<file path="config.mk">
export PLATFORM = sky130hd
export DESIGN_NAME = inst_fetch_buffer
export DESIGN_NICKNAME = d
export VERILOG_FILES = /design/src/rtl/inst_fetch_buffer.sv
export SDC_FILE = /design/constraint.sdc
export NUM_CORES = 1
export LEC_CHECK = 0
export ABC_AREA = 1
export BUFFER_PORTS_ARGS = -buffer_cell sky130_fd_sc_hd__buf_2
export CORE_ASPECT_RATIO = 2
export CORE_UTILIZATION = 50
export CTS_CLUSTER_SIZE = 8
export DETAILED_ROUTE_END_ITERATION = 10
export PLACE_DENSITY = 0.72
export SYNTH_ARGS = -nofsm -noshare
export SYNTH_HDL_FRONTEND = slang
export SYNTH_SLANG_ARGS = --single-unit
export TNS_END_PERCENT = 20
</file>
<file path="constraint.sdc">
create_clock -name clk -period 4.25 [get_ports clk]
set_input_delay 0.2125 -clock clk [delete_from_list [all_inputs] [get_ports clk]]
set_output_delay 0.2125 -clock clk [all_outputs]
set_load 0.005 [all_outputs]
</file>
<file path="src/rtl/inst_fetch_buffer.sv">
// Decode-side instruction fetch buffer: credit-controlled fetch requests, a small FIFO that
// absorbs bus latency, a bypass path into the decode register, and flush with in-flight drop.
module inst_fetch_buffer #(
  parameter int DEPTH = 4,
  parameter int AW    = 2
) (
  input  logic          clk,
  input  logic          rst,
  output logic          fetch_req,
  input  logic          fetch_gnt,
  input  logic          inst_rdata_ok,
  input  logic [31:0]   inst_rdata,
  input  logic [31:0]   inst_pc,
  input  logic          stallD,
  input  logic          flushD,
  output logic [31:0]   instrD,
  output logic [31:0]   pcD,
  output logic          instr_validD,
  output logic [AW:0]   count
);

  logic [31:0]   mem_instr [DEPTH];
  logic [31:0]   mem_pc    [DEPTH];
  logic [AW-1:0] rd_ptr;
  logic [AW-1:0] wr_ptr;
  logic [AW:0]   inflight;
  logic [AW:0]   drop;
  logic [AW:0]   inflight_nxt;
  logic [AW+1:0] credit_used;
  logic          grant;
  logic          rsp_drop;
  logic          live;
  logic          empty;
  logic          pop;
  logic          bypass;
  logic          push;

  // Credit covers both buffered words and requests whose responses are still on the bus,
  // so a live response always finds a free FIFO slot even while decode is stalled.
  always_comb begin
    credit_used  = {1'b0, count} + {1'b0, inflight};
    fetch_req    = !rst && !flushD && (credit_used < (AW+2)'(DEPTH));
    grant        = fetch_req && fetch_gnt;
    rsp_drop     = inst_rdata_ok && (drop != '0);
    live         = inst_rdata_ok && (drop == '0) && !flushD;
    empty        = (count == '0);
    pop          = !flushD && !stallD && !empty;
    bypass       = !flushD && !stallD && empty && live;
    push         = live && !bypass;
    inflight_nxt = inflight + {{AW{1'b0}}, grant} - {{AW{1'b0}}, inst_rdata_ok};
  end

  always_ff @(posedge clk) begin
    if (push) begin
      mem_instr[wr_ptr] <= inst_rdata;
      mem_pc[wr_ptr]    <= inst_pc;
    end
  end

  always_ff @(posedge clk or posedge rst) begin
    if (rst) begin
      count        <= '0;
      rd_ptr       <= '0;
      wr_ptr       <= '0;
      inflight     <= '0;
      drop         <= '0;
      instrD       <= '0;
      pcD          <= '0;
      instr_validD <= 1'b0;
    end else begin
      inflight <= inflight_nxt;
      if (flushD) begin
        // Everything still on the bus, including a grant this cycle, must be discarded.
        count        <= '0;
        rd_ptr       <= '0;
        wr_ptr       <= '0;
        drop         <= inflight_nxt;
        instrD       <= '0;
        pcD          <= '0;
        instr_validD <= 1'b0;
      end else begin
        if (rsp_drop) drop <= drop - 1'b1;
        if (push) wr_ptr <= wr_ptr + 1'b1;
        if (pop)  rd_ptr <= rd_ptr + 1'b1;
        case ({push, pop})
          2'b10:   count <= count + 1'b1;
          2'b01:   count <= count - 1'b1;
          default: count <= count;
        endcase
        if (!stallD) begin
          if (!empty) begin
            instrD       <= mem_instr[rd_ptr];
            pcD          <= mem_pc[rd_ptr];
            instr_validD <= 1'b1;
          end else if (live) begin
            instrD       <= inst_rdata;
            pcD          <= inst_pc;
            instr_validD <= 1'b1;
          end else begin
            instrD       <= '0;
            pcD          <= '0;
            instr_validD <= 1'b0;
          end
        end
      end
    end
  end

endmodule

</file>
==> out/metrics.cfg <==
[status]
status = completed

[global_routing]
grt.overflow.total = 0
grt_pass1_wl_microns = 52000
grt_max_degree = 102
antenna_found_initial = 3
grt_usage_pct = 23.9
first_global_vias = 9996

[die]
io-pin-count = 139
fp.dieW_microns = 119
num_rows = 85
start_util_pct = 51.1
core_area_sq_um = 27000
die_height_microns = 237
dieArea_sq_um = 28300

[route]
wl_per_cell_microns = 18.9
ant_nets = 0
vias = 9594
dr.first_iter.drc_count = 660
drt-total-wl_microns = 32800
vias_per_cell = 5.52
drtPass1Iterations = 7
route.detailed.drc = 0

[power_and_ir_drop]
swShare_pct = 22.6
p_int_mw = 5.98
ir_drop_mv = 0.389
pwr-share-clk_pct = 44.2
power.switching_mw = 1.75
leakage_nw = 6.83
combPwrFrac_pct = 8.0
p_seq_share_pct = 47.8
p_per_area_nw_per_um2 = 464

[final_layout]
post-route-cell-area_sq_um = 16700
multi_input_comb_area_sq_um = 3650
final_nets = 1430
layout-drive-gt1-share_pct = 19.7
fin_util_pct = 61.7
syn2layout_area_growth_pct = 20.8
nFillCells = 2125
fin_cells = 1737
final-seq-area_sq_um = 9640

[clock_network]
root_buffer = clkbuf_16
clk_latency_ns = 0.54
path_clk_slew_ns = 0.05
h-tree-depth = 2
cts_tree = done
cts_sinks = 334
cts_buffers = 47
ctsLongestPathBuffers = 3

[placement]
place_area_sq_um = 14600
post-place-ws_ns = 1.54
dp_hpwl_microns = 18100
io_buffer_count = 138
numPlacedInstances = 1582
place.gp.congestion = 0.765

[critical_path]
critPathMaxFanout = 6
crit_type = reg2reg
endpoint_kind = flip-flop
arrival_ns = 3.12
required_ns = 4.67
worst_setup_path_start_kind = flip-flop

[yosys]
syn_area_sq_um = 13800
synth_fp_nets = 1236
synth-edff-count = 256
yosysWarnings = 0
yosysUniqueCellTypes = 34
syn_area_per_cell_sq_um = 12.0
ys_ff_latch = 334
async_reset_ff_share_pct = 23.4
syn_inst = 1154
ys.flop_type = edfxtp_1
ys_seq_area_share_pct = 69.9

[worst_hold_path]
hold_class = in2reg

[sta]
max_freq_mhz = 371
hold_viol = 0
worst_pin_slew_ns = 1.10
min_period_ns = 2.70
fin_crit_sh_pct = 63.5
rsz0062_at_grt = false
slew-limit-headroom_pct = 26.6
setup_violations = 0
report.final.slew_viol_count = 0
fin_ws_ns = 1.55
finClkSkew_ns = 0.0199
fin_tns_setup_ns = 0

[flow_run]
drv_cap = 0

cell usage in the layout, fill, tap and decap left out, drive strengths merged, types with 3 or more instances in the layout:
cell type and instances:
ha 10, nand3 327, o21ai 9, nor2 15, dfrtp 78, nand2 348
inv 27, clkbuf 86, edfxtp 256, buf 151, dlygate4sd3 65, a21oi 3
layer usage:
layer  share of wire, %  GRT usage (%)
met4                5.0           13.1
met5              0.049              0
met2                 54           43.4
met3                5.0           3.52
met1                 36           26.3
worst max-delay path, stage by stage (launching register included):
cell and delay (ns):
dfrtp_1 0.43, ha_1 0.31, nor2_1 0.09, nand3_1 0.08, a31oi_1 0.20, nand2_1 0.08, ha_1 0.28, inv_1 0.04
ha_1 0.18, fa_1 0.44, xor2_1 0.18, nand2_1 0.06, nand2_1 0.06, nor2_1 0.08, o21bai_1 0.06
flip-flops by register name, indices dropped and copies added (netlist names):
| register | cells |
|---|---|
| mem_instr | 128 |
| instrD | 32 |
| count | 3 |
| inflight | 3 |
| rd_ptr | 2 |
| instr_validD | 1 |
| mem_pc | 128 |
| pcD | 32 |
| wr_ptr | 2 |
| drop | 3 |
power by group through the flow:
stage / logic [mW] / clock network [mW] / registers (mW)
floorplan: 0.364 / 0 / 3.74
global placement: 0.551 / 0 / 3.75
detailed placement: 0.572 / 0 / 3.75
CTS: 0.623 / 3.46 / 3.69
global route: 0.684 / 3.60 / 3.70
finish: 0.616 / 3.42 / 3.69
cells by family (layout without fill, tap and decap cells):
logic type / after synthesis / count (layout) / share of synthesized area (%)
flip-flops: 334 / 334 / 69.9
XOR/XNOR: 3 / 3 / 0.190
AND/OR/NAND/NOR: 692 / 692 / 24.2
other: 0 / 2 / 0
buffers and inverters: 97 / 330 / 3.92
adder cells (fa/ha/maj): 12 / 12 / 1.20
AO/OA/AOI/OAI: 16 / 16 / 0.671
what timing repair did:
action,in CTS,in global routing
endpoints found under the hold margin,314,0
resized for setup,0,0
setup buffers,0,0
hold buffers,65,0
layout make-up:
cell class	instances	area share, %
Antenna cell	2	0.0300
Inverter	26	0.646
Multi-Input combinational cell	723	21.9
Timing Repair Buffer	216	8.71
Tap cell	348	2.61
Clock inverter	2	0.150
Clock buffer	86	8.12
Sequential cell	334	57.9
per-stage QoR:
stage / hold WS, ns / total power [mW]
3_3_place_gp: 0.226 / 4.30
5_1_grt: 0.0553 / 7.98
2_1_floorplan: 0.311 / 4.10
3_5_place_dp: 0.225 / 4.32
6_report: 0.0475 / 7.73
4_1_cts: 0.0275 / 7.77
worst paths after layout:
path	cells past startpoint	from	slack, ns	to
min reg2reg	2	instrD[0]	0.49	instrD[0]
max reg2reg	14	count[2]	1.55	drop[2]
max in group asynchronous	4	rst	2.79	rd_ptr[0]
min	3	inst_rdata_ok	0.05	instr_validD
min in group asynchronous	3	rst	0.22	pcD[27]
max	14	count[2]	1.55	drop[2]
synthesized netlist by cell type, types with 2 or more instances:
cell        n  area (sq um)
a21oi_1     3          15.0
buf_2      38           190
buf_4       9          67.6
buf_6       7          78.8
buf_8       3          45.0
clkbuf_1   12          45.0
dfrtp_1    78          1950
edfxtp_1  256          7690
fa_1        2          40.0
ha_1       10           125
inv_1      21          78.8
inv_2       3          11.3
inv_4       2          12.5
nand2_1   346          1300
nand2_4     2          22.5
nand3_1   276          1380
nand3_2    50           500
nand4_1     2          12.5
nor2_1     11          41.3
nor2_8      2          40.0
o21ai_0     5          25.0
o21ai_1     3          15.0
xor2_1      2          17.5
(Power assumes the default switching activity.)
